==> src/rtl/uj_decode_ctrl.sv <==
// uj_decode_ctrl: U/J-type decode with skid-buffered output, JAL redirect and perf counters.
module imm_extractor (
    input  logic        spec_i,
    input  logic [24:0] data_i,
    output logic [20:0] imm_o
);
    // data_i is instr[31:7]; specifier 1 packs J-type imm[20:1] with duplicated sign at [20]
    assign imm_o = spec_i ? {data_i[24], data_i[24], data_i[12:5], data_i[13], data_i[23:14]}
                          : {data_i[24:5], 1'b0};
endmodule

module uj_decode_ctrl #(
    parameter int CNT_W = 16
) (
    input  logic             clk,
    input  logic             rst,
    input  logic             in_valid,
    output logic             in_ready,
    input  logic [31:0]      in_instr,
    input  logic [31:0]      in_pc,
    input  logic             flush,
    output logic             out_valid,
    input  logic             out_ready,
    output logic [1:0]       out_kind,
    output logic [4:0]       out_rd,
    output logic [31:0]      out_imm,
    output logic [31:0]      out_pc,
    output logic [31:0]      out_target,
    output logic             redirect_valid,
    output logic [31:0]      redirect_pc,
    output logic [CNT_W-1:0] jal_count,
    output logic [CNT_W-1:0] stall_count
);
    typedef enum logic [1:0] {EMPTY, FULL, SKID} state_t;
    typedef struct packed {
        logic [1:0]  kind;
        logic [4:0]  rd;
        logic [31:0] imm;
        logic [31:0] pc;
        logic [31:0] tgt;
    } ent_t;

    state_t           state_q, state_d;
    ent_t             or_q, or_d, sk_q, sk_d, new_ent;
    logic             redir_q, redir_d;
    logic [31:0]      rpc_q, rpc_d;
    logic [CNT_W-1:0] jal_q, jal_d, stall_q, stall_d;
    logic [20:0]      e;
    logic [1:0]       kind;
    logic [31:0]      imm;
    logic             accept, issue, jal_iss;

    assign kind = in_instr[6:0] == 7'b0110111 ? 2'b01 :
                  in_instr[6:0] == 7'b0010111 ? 2'b10 :
                  in_instr[6:0] == 7'b1101111 ? 2'b11 : 2'b00;

    imm_extractor u_ext (.spec_i(kind == 2'b11), .data_i(in_instr[31:7]), .imm_o(e));

    assign imm = kind == 2'b00 ? 32'h0 :
                 kind == 2'b11 ? {{11{e[19]}}, e[19:0], 1'b0} : {e[20:1], 12'h000};
    assign new_ent = '{kind: kind, rd: in_instr[11:7], imm: imm, pc: in_pc,
                       tgt: kind == 2'b00 ? 32'h0 : kind == 2'b01 ? imm : in_pc + imm};

    assign in_ready  = state_q != SKID && !redir_q && !rst;
    assign out_valid = state_q != EMPTY;
    assign accept    = in_valid && in_ready;
    assign issue     = out_valid && out_ready;
    assign jal_iss   = issue && or_q.kind == 2'b11;

    always_comb begin
        state_d = state_q;
        or_d    = or_q;
        sk_d    = sk_q;
        redir_d = 1'b0;
        rpc_d   = rpc_q;
        if (jal_iss) begin
            state_d = EMPTY;
            redir_d = 1'b1;
            rpc_d   = or_q.tgt;
        end else if (state_q == EMPTY && accept) begin
            state_d = FULL;
            or_d    = new_ent;
        end else if (state_q == FULL && accept) begin
            state_d = issue ? FULL : SKID;
            or_d    = issue ? new_ent : or_q;
            sk_d    = issue ? sk_q : new_ent;
        end else if (state_q == FULL && issue) begin
            state_d = EMPTY;
        end else if (state_q == SKID && issue) begin
            state_d = FULL;
            or_d    = sk_q;
        end
        // flush wins over every move above, but the JAL still counts
        if (flush) begin
            state_d = EMPTY;
            redir_d = 1'b0;
        end
        jal_d   = jal_iss && ~&jal_q ? jal_q + 1'b1 : jal_q;
        stall_d = out_valid && !out_ready && ~&stall_q ? stall_q + 1'b1 : stall_q;
    end

    always_ff @(posedge clk or posedge rst) begin
        if (rst) begin
            state_q <= EMPTY;
            or_q    <= '0;
            sk_q    <= '0;
            redir_q <= 1'b0;
            rpc_q   <= '0;
            jal_q   <= '0;
            stall_q <= '0;
        end else begin
            state_q <= state_d;
            or_q    <= or_d;
            sk_q    <= sk_d;
            redir_q <= redir_d;
            rpc_q   <= rpc_d;
            jal_q   <= jal_d;
            stall_q <= stall_d;
        end
    end

    assign out_kind       = or_q.kind;
    assign out_rd         = or_q.rd;
    assign out_imm        = or_q.imm;
    assign out_pc         = or_q.pc;
    assign out_target     = or_q.tgt;
    assign redirect_valid = redir_q;
    assign redirect_pc    = rpc_q;
    assign jal_count      = jal_q;
    assign stall_count    = stall_q;
endmodule

==> config.mk <==
export PLATFORM = sky130hd
export DESIGN_NAME = uj_decode_ctrl
export DESIGN_NICKNAME = d
export VERILOG_FILES = /design/src/rtl/uj_decode_ctrl.sv
export SDC_FILE = /design/constraint.sdc
export NUM_CORES = 1
export LEC_CHECK = 0
export CORE_AREA = 2 2 185 187
export CTS_BUF_LIST = sky130_fd_sc_hd__clkbuf_4
export DETAILED_ROUTE_END_ITERATION = 10
export DIE_AREA = 0 0 187 189
export PLACE_DENSITY = 0.64
export SYNTH_ARGS = -nofsm -noshare
export SYNTH_HDL_FRONTEND = slang
export SYNTH_SLANG_ARGS = --single-unit
==> constraint.sdc <==
create_clock -name clk -period 21.2 [get_ports clk]
set_input_delay 5.3 -clock clk [delete_from_list [all_inputs] [get_ports clk]]
set_output_delay 5.3 -clock clk [all_outputs]
set_load 0.005 [all_outputs]
---- Word-level counts from Yosys, hierarchy flattened ----
Index checks and enable logic that the tools add are counted.
word-level totals
  bits in registers ....................... 273
  bits of input ports ..................... 69
  output and inout bits ................... 170
  logic and storage cells ................. 80
operators by class
  eq/ne operators ......................... 11
  $add $sub $neg .......................... 3
  reductions and logical operators ........ 26
  mux-type cells .......................... 22
  bitwise logic cells ..................... 3
operator list
  kind                                                                   count
  103-bit 2-to-1 mux                                                     5
  32-bit 2-to-1 mux                                                      4
  16-bit by 1-bit adder with 16-bit output, second input constant        2
  32-bit adder                                                           1
  16-bit AND reduction                                                   2
  2-bit 2-to-1 mux                                                       10
  20-bit 2-to-1 mux                                                      1
  1-bit logical AND                                                      12
  4-bit AND reduction                                                    2
  7-bit by 5-bit equality test with 1-bit output, second input constant  1
  7-bit by 6-bit equality test with 1-bit output, second input constant  1
  7-bit equality test, second input constant                             1
  2-bit equality test, second input constant                             3
  3-bit != test, second input constant                                   2
  6-bit nonzero test                                                     1
  1-bit zero test                                                        5
  2-bit by 1-bit equality test with 1-bit output, second input constant  2
  2-bit zero test                                                        2
  1-bit inverter                                                         3
  3-bit nonzero test                                                     1
  1-bit 2-to-1 mux                                                       2
  2-bit != test, second input constant                                   1
  2-bit nonzero test                                                     1

---- Logic depth before layout (Yosys ltp) ----
Gate-level depths: netlist (run 1).
  depth after elaboration ................. 14
  mapped depth ............................ 18
  mapped depth without buffers ............ 16

---- Cells and area by module ----
From an unflattened synthesis (run 1), not the netlist that was laid out.
second synthesis, totals
  cells, all modules ...................... 1509
  area total of the unflattened synthesis .. 13663.1 um^2
by module, submodules not included
  module          area an instance (um^2)  cells an instance  sequential area each (um^2)  times used
  uj_decode_ctrl  13341.5                  1486               6781.5                       1
  imm_extractor   321.6                    23                 0.0                          1

---- Worst setup path after synthesis (run 1) ----
No wires, ideal clock.
  path type ............................... input to output
  from .................................... input rst
  to ...................................... output in_ready
  required time ........................... 15.900 ns
  buffers on the path ..................... 0
  data arrival time ....................... 5.555 ns
  path slack .............................. 10.345 ns
  stages on the path ...................... 1
  path through ............................ a211oi_1
on the way
  longest elaborated chain between the ends .. 2
ends and longest elaborated chain
  item                              line  source
  from (decl)                       16    input logic rst,
  1-bit zero test (no source line)  -
  1-bit logical AND                 64    assign in_ready = state_q != SKID && !redir_q && !rst;
  to (decl)                         18    output logic in_ready,
Every way passes these cells.

---- Worst setup path in the final report (run 1) ----
Same ends and word-level chain as after synthesis.

==> results of run 1 <==
## worst max-delay path by stage
stage | startpoint | to | slack [ns] | depth (start not counted)
floorplan | rst | jal_count[0]$_DFFE_PP0P_ | 8.43 | 1
CTS | rst | in_ready | 9.24 | 3
global route | rst | in_ready | 9.17 | 3
detailed placement | rst | in_ready | 9.24 | 3
global placement | rst | in_ready | 9.24 | 3
finish | rst | in_ready | 9.26 | 3
## report_power, final
part	switching, mW	internal (mW)	total (mW)
clock	0.227	0.251	0.478
combinational	0.0917	0.0926	0.184
sequential	0.0322	0.564	0.596
## cell type report
| class | count | area (um^2) | area share, % |
|---|---|---|---|
| tap | 448 | 561 | 3.32 |
| clock inverter | 25 | 103 | 0.608 |
| antenna | 1 | 2.50 | 0.0148 |
| sequential | 271 | 6780 | 40.2 |
| multi-input combinational | 1131 | 5940 | 35.2 |
| timing repair buffer | 250 | 2470 | 14.6 |
| clock buffer | 116 | 871 | 5.16 |
| inverter | 41 | 161 | 0.956 |
## worst register-to-register path, delay by kind of cell, from the launching register on
family | cells | cell delay, ns
flip-flops | 1 | 0.52
AND/OR/NAND/NOR | 2 | 0.68
AO/OA/AOI/OAI | 4 | 1.19
buffers and inverters | 2 | 1.13
## routing by layer
layer  vias up  part of all wire [%]
li1       5704                     -
met1      5544                    47
met2       387                    44
met3        57                   7.4
met4         2                   2.3
met5         -                 0.033
## metrics by stage
stage	hold slack (ns)	power (mW)	instances	instance area, um^2
floorplan	0.442	0.686	1531	13200
global placement	0.454	0.787	2141	15900
detailed placement	0.461	0.791	2141	15900
CTS	0.476	1.28	2282	16900
global route	0.489	1.34	2283	16900
finish	0.471	1.26	2283	16900
## cells by family (layout without fill, tap and decap cells)
| group | Yosys count | count (layout) | share of synthesized area, % |
|---|---|---|---|
| fa+ha+maj | 34 | 34 | 3.28 |
| compound gates | 357 | 357 | 16.3 |
| mux | 8 | 8 | 0.636 |
| xor+xnor | 52 | 52 | 3.46 |
| buf+inv | 129 | 432 | 3.80 |
| flops | 271 | 271 | 51.5 |
| simple gates | 679 | 679 | 21.1 |
| other cells | 1 | 2 | 0.0285 |
## placed cells by master (no fill, tap or decap), types with 5 or more instances in the layout
cell,Yosys,final
and3_1,22,22
ha_1,31,31
clkbuf_4,0,116
buf_4,1,13
o21ai_0,116,115
a21o_1,16,16
mux2i_1,5,5
nand2_1,448,446
a22oi_1,8,8
or3_1,9,9
o21ai_1,10,11
xnor2_1,32,32
inv_1,40,39
dfrtp_1,271,271
clkdlybuf4s50_1,0,237
o21a_1,8,8
nor3_1,11,11
nand3_1,17,17
and2_1,6,6
clkinv_1,1,20
nand4_1,12,12
nor2_1,140,139
a21oi_1,100,99
a31oi_1,45,45
o31ai_1,9,9
xor2_1,20,20
## sequential cells by signal, indices dropped and copies added (netlist names)
register and cells:
redirect_valid 1, jal_count 16, redirect_pc 32, out_imm 31, stall_count 16, out_rd 5
out_pc 32, out_kind 2, sk_q 102, state_q 2, out_target 32
==> metrics, run 1 <==
Hold Startpoint redirect_pc[26]$_DFFE_PP0P_; met2 Usage GRT 33.4%; Worst-path clk slew 0.05 ns; die area 0.0353 mm^2; root buffer cell clkbuf_4; worst vdd ir 0.0423 mV; outcome finished clean; clock skew after layout 0.0311 ns; pin count of the biggest net entering global routing 127; Synth Cell Area 0.0132 mm^2; core area 0.0333 mm^2; FF-to-FF setup slack 17.60 ns; pre-CTS WS 9.24 ns; # resized after CTS 0; top-count cell post-synth nand2_1; antenna violations before repair 2; CP peak stage delay 0.56 ns; cells on worst reg2reg path 8; Rel. slew slack 25.7%; Synth top cells by count nand2_1, dfrtp_1, nor2_1; routed len/inst 17.2 um; Highest Clock Rate 83.7 MHz; dpl hpwl 27.2 mm; Pwr Density 74.5 mW/mm^2; WL final 39.3 mm; DR vias 11,700; capturing point of the worst reg2reg path out_target[31]$_DFFE_PP0P_; number of flops mapped to enable cells by yosys 0; worst path cell trace clkdlybuf4s50_1, a211oi_1, clkdlybuf4s50_1; hold path cells 2; drt first pass iters 5; Total GRT Usage 22.3%; worst-path maximum fanout 2; initial core utilization 39.6%; sequential-to-total area share from yosys stat 51.5%; setup TNS 0 ns; P_leak 7.97 nW; overall die width 187 um; #FFs+latches synth 271; Critical Path RT 15.90 ns; Setup crit start kind primary input; vias per inst 5.12; Die Span Y 189 um; fin crit period 11.94 ns; total CTS buffers 78; # DRC 0; path type of the worst setup path in2out; Synth cell types 67; layout cells sized above 1 8.62%; Gate Count Post-Synth 1,531; first-pass GRT wire length 62.7 mm; vias in the first global route 11,300; Post-Syn Nets 1,632; CTS H-tree lvls 3; Area contributors post-synth dfrtp_1, nand2_1, o21ai_0, nor2_1, a21oi_1; CTS Buffer Depth 3; Async SR Flop Fraction 100%; Slew Viols, Final 0; slowest CP cell clkdlybuf4s50_1; IO Port Bufs 237; WP buf/inv 2; Fill cells 3,209; post-route clock period utilization 56.3%; CP arrival 6.64 ns; CTS tree built; GR met1 Demand/Resource 31.3%; Synth Area per Inst 8.61 um^2; Layout Utilization 50.7%; Final setup viols 0; RD Place Congestion 0.906; Site Rows 67; post-route ant nets 0; Max-Cap Viols 0; setup ws final 9.26 ns; Hold WC Path Type reg2reg; CP endpoint kind primary output; R2R Path Start state_q[1]$_DFFE_PP0P_; grt met3 use 5.93%; # nets final 1,874; dominant synthesized flop cell dfrtp_1; cell taking the most area after synthesis dfrtp_1; RSZ-0062 raised after global routing no; global route hottest layer met2; GRT overflow 0; hold endpoint redirect_pc[26]$_DFFE_PP0P_; CP delay by family, top buffers and inverters; Area Overhead vs Synth 28.1%; Final Hold Fails 0; post-synth top area share 51.5%; Worst-Margin Slew 1.11 ns; clock sinks 271; I/O pin total 239; hold_buf cts 0; initial DRC count 754; Worst path most repeated cell clkdlybuf4s50_1; worst skew pair latency 0.69 ns; Syn. warnings 0; Setup Fix Bufs, Post-CTS 0
Power figures use the tool's default switching activity.
==> inputs of run 2 (changes only) <==
PLACE_DENSITY = 0.66   (was 0.64)
clock period = 10.85 ns   (was 21.2 ns; I/O delays follow)
==> run 2 against run 1 <==
  * Die area stayed put
  * Sequential power up 96%
  * Highest routed layer is now met4
  * Setup slack worse by 5.7 ns
  * Largest cell class unchanged
  * Utilization is 0.079 points higher
  * Combinational power increased by 97%
  * Largest power group unchanged
  * Hold slack is essentially flat
  * Global-route usage rose by 0.74 points
  * Critical path type is now in2reg
  * Via count about the same
==> metrics, run 2 (synthesis results as in run 1) <==
routed len/inst 17.7 um (+2.7%); Setup crit start kind primary input; initial DRC count 780 (+3.4%); root buffer cell clkbuf_4; CP arrival 7.91 ns (+1.27 ns); post-route clock period utilization 67.2%; post-route ant nets 0 (unchanged); M1 wire length 18.5 mm (+1.2%); Sw Share 27.2% (-0.74 points); # nets final 1,869 (-0.27%); overall die width 187 um (unchanged); Highest Clock Rate 137 MHz; CP endpoint kind register; routed wl met3 2.87 mm (-0.83%); first-pass GRT wire length 64.5 mm (+3.0%); met2 wire length 18.0 mm (+4.6%); sequential share of power 46.5% (-0.9 points); Critical Path RT 11.48 ns (-4.42 ns); CTS tree built; die area 0.0353 mm^2 (unchanged); Worst-Margin Slew 1.06 ns (-0.0584 ns); vias in the first global route 11,500 (+1.5%); clock skew after layout 0.0455 ns (+0.0144 ns); worst-path maximum fanout 28 (+26); IO Port Bufs 237 (unchanged); Site Rows 67 (unchanged); GRT overflow 0 (unchanged); Max-Cap Viols 0 (unchanged); Final Hold Fails 0 (unchanged); commonest non-fill, non-tap cell in the layout nand2_1; CTS Buffer Depth 3 (unchanged); pin count of the biggest net entering global routing 147 (+16%); path type of the worst setup path in2reg; Worst-path clk slew 0.06 ns (about the same); Rel. slew slack 29.6% (+3.9 points); clock sinks 271 (unchanged); Die Span Y 189 um (unchanged); DR vias 11,700 (+0.094%); Largest Register sk_q; total CTS buffers 76 (-2.6%); setup ws final 3.56 ns (-5.69 ns); fin crit period 7.29 ns; Combinational Power Share 14.4% (-0.2 points); CTS H-tree lvls 3 (unchanged); DP Area 0.0159 mm^2 (about the same); Hold WC Path Type reg2reg; WL final 40.1 mm (+2.2%); core area 0.0333 mm^2 (unchanged); P_leak 7.97 nW (about the same); hold_buf cts 0 (unchanged); Area Overhead vs Synth 28.3%; worst vdd ir 0.0847 mV (+100%); Design Area, Final 0.0169 mm^2 (+0.16%); Layout Utilization 50.8% (+0.079 points); Largest register FFs 102 (unchanged); worst skew pair latency 0.70 ns (about the same); Final setup viols 0 (unchanged); most frequent cells in the layout nand2_1, dfrtp_1, clkdlybuf4s50_1; FF-to-FF setup slack 7.01 ns (-10.59 ns); Setup Fix Bufs, Post-CTS 0 (unchanged); vias per inst 5.15 (+0.58%); outcome finished clean; Pwr Density 148 mW/mm^2 (+99%); internal power 1.83 mW (+100%); # resized after CTS 0 (unchanged); top layer reached by signal wires met4; setup TNS 0 ns (unchanged); pre-CTS WS 2.88 ns (-6.36 ns); I/O pin total 239 (unchanged); antenna violations before repair 3 (+1); Total GRT Usage 23.0% (+0.74 points); layout cells sized above 1 8.45% (-0.16 points); # DRC 0 (unchanged); clock power share 39.1% (+1.1 points); RD Place Congestion 0.895 (-1.2%); Slew Viols, Final 0 (unchanged); drt first pass iters 8 (+3); initial core utilization 39.6% (unchanged); RSZ-0062 raised after global routing no; dpl hpwl 28.3 mm (+4.1%); NetSw 681 uW (+94%)
run 2: stage by stage:
step           hold WS [ns]  cells  power, mW
2_1_floorplan         0.442   1531       1.34
3_3_place_gp          0.454   2138       1.54
3_5_place_dp          0.462   2138       1.55
4_1_cts               0.476   2270       2.55
5_1_grt               0.493   2272       2.66
6_report              0.471   2272       2.51
run 2: path summary, 6_finish.rpt:
path / start / endpoint / cells past startpoint
worst max-delay path: in_instr[1] / out_target[31]$_DFFE_PP0P_ / 17
worst min-delay path: redirect_pc[28]$_DFFE_PP0P_ / redirect_pc[28]$_DFFE_PP0P_ / 2
worst max register to register: state_q[1]$_DFFE_PP0P_ / out_target[31]$_DFFE_PP0P_ / 7
worst min register to register: redirect_pc[28]$_DFFE_PP0P_ / redirect_pc[28]$_DFFE_PP0P_ / 2
max in group asynchronous: rst / sk_q[99]$_DFFE_PP0P_ / 3
min in group asynchronous: rst / stall_count[0]$_DFFE_PP0P_ / 2
run 2: layout make-up:
type,count,area (um^2)
Fill cell,3209,16400
Sequential cell,271,6780
Multi-Input combinational cell,1131,5940
Timing Repair Buffer,247,2460
Clock buffer,112,841
Tap cell,448,561
Clock inverter,20,166
Inverter,41,161
Antenna cell,2,5.00
run 2: power groups by stage:
stage	Combinational, mW	Clock [mW]	Sequential, mW
after floorplan	0.168	0	1.17
after global placement	0.359	0	1.18
after detailed placement	0.365	0	1.18
after CTS	0.367	1.01	1.17
after global routing	0.405	1.07	1.18
final	0.362	0.980	1.17
run 2: worst max-delay path: stages:
cell             delay [ns]
clkdlybuf4s50_1        0.45
and3_1                 0.24
and4_1                 0.91
nor2_1                 0.22
a22oi_1                0.65
o21ai_0                0.31
inv_1                  0.13
ha_1                   0.30
nand2_1                0.10
nand2_1                0.09
or3_1                  0.35
o22ai_1                0.21
o221ai_1               0.26
nor3_2                 0.35
o2111ai_1              0.15
and3_1                 0.29
a41oi_2                0.19
run 2: metal layers:
| metal | global-route usage (%) | vias to the layer above |
|---|---|---|
| li1 | - | 5684 |
| met1 | 32.0 | 5577 |
| met2 | 35.8 | 393 |
| met3 | 5.56 | 51 |
| met4 | 6.81 | 0 |
| met5 | 0 | - |
